===== src/rtl/pdm_capture_sched_pkg.sv =====
`default_nettype none
//============================================================================
// Module   : pdm_capture_sched_pkg
// Purpose  : Shared types, state encodings and arbiter helper for the
//            inverse-PDM capture scheduler.
// Revision : 1.0 - initial release
//============================================================================
package pdm_capture_sched_pkg;

    localparam int c_DUTY_W_DEF = 16;

    typedef logic [1:0] state_t;
    localparam state_t c_IDLE    = 2'd0;
    localparam state_t c_CAPTURE = 2'd1;
    localparam state_t c_DRAIN   = 2'd2;
    localparam state_t c_DONE    = 2'd3;

    // Capture entry as seen with the default two-channel configuration.
    typedef struct packed {
        logic [0:0]              ch_id;
        logic [c_DUTY_W_DEF-1:0] duty;
    } cap_entry_t;

    // Round-robin distance of idx after ptr; the last-granted channel ranks last.
    function automatic int rr_dist(input int idx, input int ptr, input int n);
        int d;
        d = (idx - ptr + n) % n;
        return (d == 0) ? n : d;
    endfunction

endpackage
`default_nettype wire


===== src/rtl/pdm_capture_sched_fifo.sv =====
`default_nettype none
//============================================================================
// Module   : capture_fifo
// Purpose  : Synchronous first-word-fall-through FIFO with exact registered
//            full/empty flags; push while full is accepted only with a pop.
// Revision : 1.0 - initial release
//============================================================================
module capture_fifo #(
    parameter int DEPTH = 64,
    parameter int WIDTH = 17
) (
    input  logic             clk,
    input  logic             rst,
    input  logic             push,
    input  logic             pop,
    input  logic [WIDTH-1:0] wr_data,
    output logic [WIDTH-1:0] rd_data,
    output logic             empty,
    output logic             full
);

    localparam int c_AW = (DEPTH > 1) ? $clog2(DEPTH) : 1;

    logic [WIDTH-1:0] r_mem [DEPTH];
    logic [c_AW-1:0]  r_wr_ptr;
    logic [c_AW-1:0]  r_rd_ptr;
    logic [c_AW:0]    r_count;
    logic             r_empty;
    logic             r_full;
    logic             w_push;
    logic             w_pop;

    assign w_pop  = pop && !r_empty;
    assign w_push = push && (!r_full || w_pop);

    always_ff @(posedge clk) begin
        if (rst) begin
            r_wr_ptr <= '0;
            r_rd_ptr <= '0;
            r_count  <= '0;
            r_empty  <= 1'b1;
            r_full   <= 1'b0;
        end else begin
            if (w_push) r_wr_ptr <= r_wr_ptr + c_AW'(1);
            if (w_pop)  r_rd_ptr <= r_rd_ptr + c_AW'(1);
            if (w_push && !w_pop) begin
                r_count <= r_count + (c_AW+1)'(1);
                r_empty <= 1'b0;
                r_full  <= (r_count == (c_AW+1)'(DEPTH - 1));
            end else if (w_pop && !w_push) begin
                r_count <= r_count - (c_AW+1)'(1);
                r_full  <= 1'b0;
                r_empty <= (r_count == (c_AW+1)'(1));
            end
        end
    end

    always_ff @(posedge clk) begin
        if (w_push) r_mem[r_wr_ptr] <= wr_data;
    end

    assign rd_data = r_empty ? '0 : r_mem[r_rd_ptr];
    assign empty   = r_empty;
    assign full    = r_full;

endmodule
`default_nettype wire


===== src/rtl/pdm_capture_sched.sv =====
`default_nettype none
//============================================================================
// Module   : pdm_capture_sched
// Purpose  : Collects per-window duty results from the recovery channels and
//            schedules them round-robin into a tagged capture FIFO.
// Revision : 1.0 - initial release
//============================================================================
module pdm_capture_sched
    import pdm_capture_sched_pkg::*;
#(
    parameter int  NUM_CH  = 2,
    parameter int  DUTY_W  = c_DUTY_W_DEF,
    parameter int  DEPTH   = 64,
    parameter int  CNT_W   = 16,
    localparam int CH_ID_W = (NUM_CH > 1) ? $clog2(NUM_CH) : 1
) (
    input  logic                      clk,
    input  logic                      rst,
    input  logic                      start,
    input  logic                      stop,
    input  logic [CNT_W-1:0]          num_smpls,
    input  logic [NUM_CH-1:0]         ch_done,
    input  logic [NUM_CH*DUTY_W-1:0]  ch_duty,
    input  logic                      rd_en,
    output logic [CH_ID_W+DUTY_W-1:0] rd_data,
    output logic                      empty,
    output logic                      full,
    output logic                      busy,
    output logic                      cap_done,
    output logic                      overrun
);

    state_t              r_state;
    state_t              w_state_nxt;
    logic [CNT_W-1:0]    r_target;
    logic [CNT_W-1:0]    r_cnt;
    logic [NUM_CH-1:0]   r_armed;
    logic [NUM_CH-1:0]   r_pending;
    logic [DUTY_W-1:0]   r_pend_duty [NUM_CH];
    logic [CH_ID_W-1:0]  r_rr_ptr;
    logic                r_overrun;

    logic                w_capture;
    logic                w_active;
    logic                w_gnt_valid;
    logic [CH_ID_W-1:0]  w_gnt_idx;
    logic [NUM_CH-1:0]   w_gnt_vec;
    int                  w_best_dist;
    logic                w_push;
    logic                w_drop;
    logic                w_start_ok;

    assign w_capture  = (r_state == c_CAPTURE);
    assign w_active   = (w_capture || r_state == c_DRAIN) && (r_cnt < r_target);
    assign w_start_ok = (r_state == c_IDLE) && start;

    always_comb begin
        w_gnt_valid = 1'b0;
        w_gnt_idx   = '0;
        w_gnt_vec   = '0;
        w_best_dist = NUM_CH + 1;
        for (int i = 0; i < NUM_CH; i++) begin
            if (w_active && r_pending[i] &&
                rr_dist(i, int'(r_rr_ptr), NUM_CH) < w_best_dist) begin
                w_best_dist = rr_dist(i, int'(r_rr_ptr), NUM_CH);
                w_gnt_valid = 1'b1;
                w_gnt_idx   = CH_ID_W'(i);
            end
        end
        if (w_gnt_valid) w_gnt_vec[w_gnt_idx] = 1'b1;
    end

    // A grant against a full FIFO still succeeds when the head is popped this cycle.
    assign w_push = w_gnt_valid && (!full || rd_en);
    assign w_drop = w_gnt_valid && full && !rd_en;

    always_comb begin
        w_state_nxt = r_state;
        case (r_state)
            c_IDLE:    if (start) w_state_nxt = (num_smpls == '0) ? c_DONE : c_CAPTURE;
            c_CAPTURE: if (r_cnt == r_target || stop) w_state_nxt = c_DRAIN;
            c_DRAIN:   if (r_pending == '0 || r_cnt == r_target) w_state_nxt = c_DONE;
            default:   w_state_nxt = c_IDLE;
        endcase
    end

    always_ff @(posedge clk) begin
        if (rst) begin
            r_state   <= c_IDLE;
            r_target  <= '0;
            r_cnt     <= '0;
            r_armed   <= '0;
            r_pending <= '0;
            r_rr_ptr  <= '0;
            r_overrun <= 1'b0;
            for (int i = 0; i < NUM_CH; i++) r_pend_duty[i] <= '0;
        end else begin
            r_state <= w_state_nxt;
            if (w_start_ok) begin
                r_target  <= num_smpls;
                r_cnt     <= '0;
                r_armed   <= '0;
                r_pending <= '0;
                r_overrun <= 1'b0;
            end else begin
                if (w_push)      r_cnt     <= r_cnt + CNT_W'(1);
                if (w_gnt_valid) r_rr_ptr  <= w_gnt_idx;
                if (w_drop)      r_overrun <= 1'b1;
                for (int i = 0; i < NUM_CH; i++) begin
                    if (w_capture && ch_done[i]) begin
                        if (!r_armed[i]) begin
                            r_armed[i] <= 1'b1;
                        end else begin
                            r_pending[i]   <= 1'b1;
                            r_pend_duty[i] <= ch_duty[i*DUTY_W +: DUTY_W];
                            if (r_pending[i] && !w_gnt_vec[i]) r_overrun <= 1'b1;
                        end
                    end else if (w_gnt_vec[i]) begin
                        r_pending[i] <= 1'b0;
                    end
                end
            end
        end
    end

    capture_fifo #(
        .DEPTH (DEPTH),
        .WIDTH (CH_ID_W + DUTY_W)
    ) u_fifo (
        .clk     (clk),
        .rst     (rst),
        .push    (w_push),
        .pop     (rd_en),
        .wr_data ({w_gnt_idx, r_pend_duty[w_gnt_idx]}),
        .rd_data (rd_data),
        .empty   (empty),
        .full    (full)
    );

    assign busy     = (r_state != c_IDLE);
    assign cap_done = (r_state == c_DONE);
    assign overrun  = r_overrun;

endmodule
`default_nettype wire


===== config.mk =====
export PLATFORM = sky130hd
export DESIGN_NAME = pdm_capture_sched
export DESIGN_NICKNAME = d
export VERILOG_FILES = /design/src/rtl/pdm_capture_sched_pkg.sv /design/src/rtl/pdm_capture_sched_fifo.sv /design/src/rtl/pdm_capture_sched.sv
export SDC_FILE = /design/constraint.sdc
export NUM_CORES = 1
export LEC_CHECK = 0
export ABC_CLOCK_PERIOD_IN_PS = 9900
export CORE_MARGIN = 3
export CORE_UTILIZATION = 55
export CTS_BUF_LIST = sky130_fd_sc_hd__clkbuf_4 sky130_fd_sc_hd__clkbuf_8
export DETAILED_ROUTE_END_ITERATION = 6
export MAX_ROUTING_LAYER = met4
export PLACE_DENSITY = 0.71
export RECOVER_POWER = 100
export SYNTH_ARGS = -nofsm -noshare
export SYNTH_HDL_FRONTEND = slang
export SYNTH_HIERARCHICAL = 1
export SYNTH_SLANG_ARGS = --single-unit

===== constraint.sdc =====
create_clock -name clk -period 9.9 [get_ports clk]
set_input_delay 0.99 -clock clk [delete_from_list [all_inputs] [get_ports clk]]
set_output_delay 0.99 -clock clk [all_outputs]
set_load 0.01 [all_outputs]

Word-level counts from Yosys, hierarchy flattened
Memories as Yosys holds them, arrays and structs flattened. A register that Yosys moved wholly into a read port is not among the register bits.
Index checks and enable logic that the tools add are counted.
- RAM bits: 1120
- memories kept: 2
- word-level logic and storage cells: 142
- output and inout port bits: 22
- register bits after elaboration: 61
- magnitude comparators: 5
- reduce and logical (&&, ||, !) cells: 44
- eq/ne operators: 11
- add/subtract/negate cells: 9
- mux-type cells: 52
- bitwise gates (word level): 5
- memory list (name ; depth ; bits a word ; rd ports ; clocked after memory_dff ; write ports ; line ; source):
    u_fifo.r_mem ; 64 ; 17 ; 1 ; 1 ; 1 ; pdm_capture_sched_fifo.sv:24 ; logic [WIDTH-1:0] r_mem [DEPTH];
    r_pend_duty ; 2 ; 16 ; 1 ; 0 ; 2 ; pdm_capture_sched.sv:39 ; logic [DUTY_W-1:0] r_pend_duty [NUM_CH];
- operator list (operator ; count):
    2-to-1 mux 32 bit ; 3
    zero test 32 bit ; 2
    2-to-1 mux 1 bit ; 35
    less-than comparator 32 x 3 -> 1 bit (second input constant) ; 1
    less-than comparator 32 bit ; 1
    2-to-1 mux 16 bit ; 2
    logical AND 1 bit ; 18
    2-to-1 mux 17 bit ; 1
    adder 16 x 1 -> 16 bit (second input constant) ; 1
    equality test 16 bit ; 1
    zero test 16 bit ; 1
    less-than comparator 16 bit ; 1
    2-to-1 mux 7 bit ; 2
    adder 6 x 1 -> 6 bit (second input constant) ; 2
    2-to-1 mux 6 bit ; 2
    2-to-1 mux 2 bit ; 5
    adder 2 x 3 -> 4 bit (second input constant) ; 2
    nonzero test 2 bit ; 4
    adder 7 x 1 -> 7 bit (second input constant) ; 1
    equality test 7 x 1 -> 1 bit (second input constant) ; 1
    equality test 7 x 6 -> 1 bit (second input constant) ; 1
    zero test 1 bit ; 7
    subtractor 7 x 1 -> 7 bit (second input constant) ; 1
    != test 2 bit (second input constant) ; 3
    16 further kinds ; 28

Logic depth before layout (Yosys ltp)
- depth in word-level cells: 24
- mapped depth: 16

Modules after synthesis
The synthesis kept the hierarchy.
- modules (own cells, without submodules) (module ; area each (sq um) ; cells an instance ; instances):
    capture_fifo ; 42876.1 ; 1993 ; 1
    pdm_capture_sched ; 3617.2 ; 404 ; 1

Least setup slack after synthesis
Ideal clock, no wire load.
- kind: register to register
- start point: register r_target[14]
- end point: memory u_fifo.r_mem[40][0] (enable)
- slack: 5840 ps
- arrival: 3670 ps
- path buffers: 1
- cell stages (with the launch flop): 13
- data required time: 9509 ps
- path through: dfxtp_1 inv_1 ha_1 a21o_1 a2111oi_4 o21ai_2 or3_4 buf_6 nor3_1 a21boi_2 nor2b_1 nand2_1 nor2_1
- longest elaborated chain between the ends: 12
- ends and longest elaborated chain (element ; line ; source):
    start: declaration ; pdm_capture_sched.sv:35 ; logic [CNT_W-1:0] r_target;
    start signal: assignment ; pdm_capture_sched.sv:100 ; r_target <= num_smpls;
    less-than comparator 16 bit * ; pdm_capture_sched.sv:54 ; assign w_active = (w_capture || r_state == c_DRAIN) && (r_cnt < r_target);
    logical AND 1 bit * ; pdm_capture_sched.sv:54 ;
    logical AND 1 bit (2 in a row) ; pdm_capture_sched.sv:63 ; if (w_active && r_pending[i] &&
    2-to-1 mux 32 bit ; pdm_capture_sched.sv:63 ;
    less-than comparator 32 bit ; pdm_capture_sched.sv:64 ; rr_dist(i, int'(r_rr_ptr), NUM_CH) < w_best_dist) begin
    logical AND 1 bit ; pdm_capture_sched.sv:63 ;
    2-to-1 mux 1 bit * ; pdm_capture_sched.sv:63 ;
    logical AND 1 bit * ; pdm_capture_sched.sv:74 ; assign w_push = w_gnt_valid && (!full || rd_en);
    net w_push ; pdm_capture_sched.sv:49 ; logic w_push;
    logical AND 1 bit * ; pdm_capture_sched_fifo.sv:34 ; assign w_push = push && (!r_full || w_pop);
    2-to-1 mux 1 bit * ; pdm_capture_sched_fifo.sv:59 ; if (w_push) r_mem[r_wr_ptr] <= wr_data;
    2-to-1 mux 1 bit (not written as such) * ; pdm_capture_sched_fifo.sv:59 ;
    end: declaration ; pdm_capture_sched_fifo.sv:24 ;
The timed path passes the listed nets; every way through them passes the cells marked *.

==> impl_summary.md <==
STA
Across the routed clock network, the largest skew measured is roughly 0.043 ns. For the final routed database, the setup TNS stands at 0 ns. Static timing analysis puts the maximum clock frequency at 134.7 MHz. Setup repair after global routing left no endpoint under its margin. The routed design could run at a clock period as short as between 7 and 8 ns. The worst pin sits at a relative slew slack of -1.276. Of the available clock period, the critical path in the final layout requires 0.7502. The slew at the pin with the worst max-slew slack is 3.414 ns. The number of setup violations in the final report is 0. The max-slew violation total from the final report came to 1001.

The total count of hold-check failures in the final report was 0.

CTS
In this run the deepest clock path goes through 3 buffers. Clock tree synthesis found a total of 1187 sinks. For the worst-skew pair, the clock arrives at the later sink with an insertion delay of ~0.84 ns.

The clock-pin slew on the worst setup and hold paths is about 0.060 ns. The number of buffers added by the clock tree synthesis step is roughly 180. The clock tree synthesis step divided the H-tree into 4 levels.

The post-cts resize count is 0. The CTS tree is built. The post-CTS setup-driven buffer insertion count is 0. The tree is rooted in a sky130_fd_sc_hd__clkbuf_8.

Hold repair after CTS inserted 0 buffers.

Yosys
In the synthesized netlist the dominant register cell turns out to be sky130_fd_sc_hd__edfxtp_1. Yosys mapped the design onto 60 distinct sky130hd cell types. The number of enable-type register cells in the synthesized netlist is ~1100. The count of warnings emitted by yosys is 6. The share of the Yosys chip area taken by registers is 0.7522. The number of nets handed over by synthesis was roughly 2500. The mean instance size in the synthesized netlist is around 19 µm². Of all flip-flops after synthesis, the portion carrying an async set or reset was 0. The number of instances in the synthesized netlist is roughly 2400. Counting flops and latches in the post-synthesis netlist gives about 1200. The area of the mapped netlist is around 46000 µm².

Routing
Signal routing reaches up to met4. The vias per cell is 6.274. The routed layout has 24370 vias. After detailed routing, the met2 layer carries 52.39 mm of wire. Once detail routing completed, the nets flagged for antenna violations numbered 0. Wire segments on met3 add up to around 11 mm in the final route. After detailed routing, the number of remaining DRC violations is 0. For this block, wires on met1 add up to 43.62 mm.

The final routed wirelength across all metal layers is 109.9 mm. In the final routed layout, each cell accounts on average for 28.28 µm. The first-iteration detailed-routing DRC count is between 2000 and 3000. The first TritonRoute pass finished after 5 iterations.

Cells and area
In the final layout, the share of cells above drive strength 1 is 0.2183. The final cell utilization of the core is 0.6277. The number of cells in the finished layout apart from fillers is around 3900. After the last flow step, the layout net total stands at 2697.

The most common cell after layout, fill and taps aside is sky130_fd_sc_hd__edfxtp_1. Compared with the post-synthesis result, the final layout area differs by 11.92%. The number of filler instances in the final layout is roughly 5800. The top cell types in the final layout, fill and taps aside, are 1120 x sky130_fd_sc_hd__edfxtp_1, 254 x sky130_fd_sc_hd__mux4_2, 193 x sky130_fd_sc_hd__clkbuf_8, 115 x sky130_fd_sc_hd__nand2_1, 99 x sky130_fd_sc_hd__nor2_1.

Place
Once placement completed, the tool counted placed cells totaling 3553. The final estimated routing congestion in global placement is between 0.9 and 1. The total of buffers placed on input and output ports is 76.

Summed over all nets, the half-perimeter wirelength after detailed placement is ~64 mm.

Setup path
The setup path with the least slack is of type reg -> out. The signal arrival time at the worst endpoint is 6.44 ns. STA classifies the critical path startpoint as a flop. The capturing element type of the critical path is an output pin. For the worst setup path, the data required time is about 8.9 ns. The maximum fanout count along the critical path is 127. The worst register-to-register path begins at r_target[14]$_SDFFE_PP0P_.

Power and ir drop
The leakage power summed over all cells is 0.01612 µW. The highest ir drop seen on vdd is approximately 0.12 mV. The overall power consumption is ~9800 µW. In this run the power density over the cells is ~190 nW/µm².

Min path
The origin of the worst min-delay path is r_target[2]$_SDFFE_PP0P_. The kind of path behind the tightest hold check is reg -> reg.

Floorplanning
The number of I/O pins is 77. The die height is approximately 300 µm. The die width is roughly 300 µm. The die footprint is approximately 88000 µm². After floorplanning, the core was sized to cover slightly above 80000 µm².

The placement row count is roughly 110. The initial utilization of the core area, before any placement, comes to 0.5608.

GRT
The first global-routing pass estimated 162.5 mm of wire. The global-route usage over all layers is 0.2585. Global routing finished with a remaining overflow of 0.

The number of antenna violations at the first check in global routing is 4. The maximum number of pins on one net before global-route repair is about 130. The number of global-route vias before repair came to 24520.

Run status
The flow ran to the end, but the final reports show violations. The checks that failed: capacitance limit, slew limit.

Flow run
The tool flagged a number of max-cap violations equal to 26.
-- cell type report --
class                      count  area [µm²]  share of cell area
timing repair buffer         160        1190             0.02287
clock inverter                74       455.4            0.008752
tap                         1123        1405             0.02700
inverter                      27       101.3            0.001948
antenna                        4       10.01           0.0001924
clock buffer                 254        3114             0.05985
multi-input combinational   1056       10780              0.2071
sequential                  1187       34980              0.6723
-- synth_stat cells, types with 28 or more instances --
master / count / area share
sky130_fd_sc_hd__a21oi_1: 86 / 0.0093
sky130_fd_sc_hd__and2_1: 36 / 0.0048
sky130_fd_sc_hd__buf_2: 37 / 0.0040
sky130_fd_sc_hd__clkbuf_1: 51 / 0.0041
sky130_fd_sc_hd__dfxtp_1: 67 / 0.029
sky130_fd_sc_hd__edfxtp_1: 1120 / 0.72
sky130_fd_sc_hd__ha_1: 28 / 0.0075
sky130_fd_sc_hd__mux2i_1: 75 / 0.016
sky130_fd_sc_hd__mux4_2: 254 / 0.12
sky130_fd_sc_hd__nand2_1: 129 / 0.010
sky130_fd_sc_hd__nor2_1: 99 / 0.0080
sky130_fd_sc_hd__o22ai_1: 33 / 0.0044
-- critical path: stages (launching register included) --
cell and delay, ns:
sky130_fd_sc_hd__dfxtp_1 2.18, sky130_fd_sc_hd__buf_12 0.64, sky130_fd_sc_hd__mux4_2 0.59, sky130_fd_sc_hd__nor2b_1 0.14, sky130_fd_sc_hd__a211oi_1 0.69, sky130_fd_sc_hd__nor3_1 0.18, sky130_fd_sc_hd__a22o_1 0.36, sky130_fd_sc_hd__dlygate4sd3_1 0.65
-- cells by family after synthesis --
family,after synthesis,share of synthesized area
xor gates and xnor gates,14,0.002637
adders and majority gates,28,0.007535
muxes,339,0.1416
DFF,1187,0.7522
and+or+nand+nor,416,0.04325
buffers and inverters,154,0.01623
AOI/OAI and AO/OA,259,0.03652
-- final timing paths --
kind	depth (start not counted)	end	slack, ns
worst max register to register	11	u_fifo/r_mem[41][4]$_DFFE_PP_	2.54
worst min-delay path	2	r_target[2]$_SDFFE_PP0P_	0.46
worst max-delay path	7	rd_data[1]	2.47
worst min register to register	2	r_target[2]$_SDFFE_PP0P_	0.46
-- per-stage QoR --
step,hold WS (ns),instance area (µm²),setup slack (ns)
CTS,0.4583,52320,3.521
global route,0.4757,52030,1.931
detailed placement,0.4498,48750,4.447
finish,0.4576,52040,2.473
floorplan,0.4286,46490,5.840
global placement,0.4422,48750,4.472
-- power by group --
part	switching, µW	internal (µW)
Sequential	16.4	5510
Combinational	228	96.9
Clock	1860	2070
Total	2100	7680
-- sequential cells by signal, summed over array words and instances (netlist names), named ones only --
name and count:
u_fifo/r_wr_ptr 6, r_pend_duty 32, r_pending 2, r_target 16, r_armed 2, u_fifo/empty 1, r_rr_ptr 1, overrun 1
u_fifo/r_count 7, u_fifo/r_mem 1088, r_cnt 16, r_state 2, u_fifo/r_rd_ptr 6, u_fifo/full 1
-- metal layers --
layer / GRT usage / vias up
met5: - / -
met4: 0.07721 / 0
met3: 0.06098 / 174
met2: 0.3901 / 1316
met1: 0.3568 / 12630
li1: - / 10250
(Power assumes the default switching activity.)
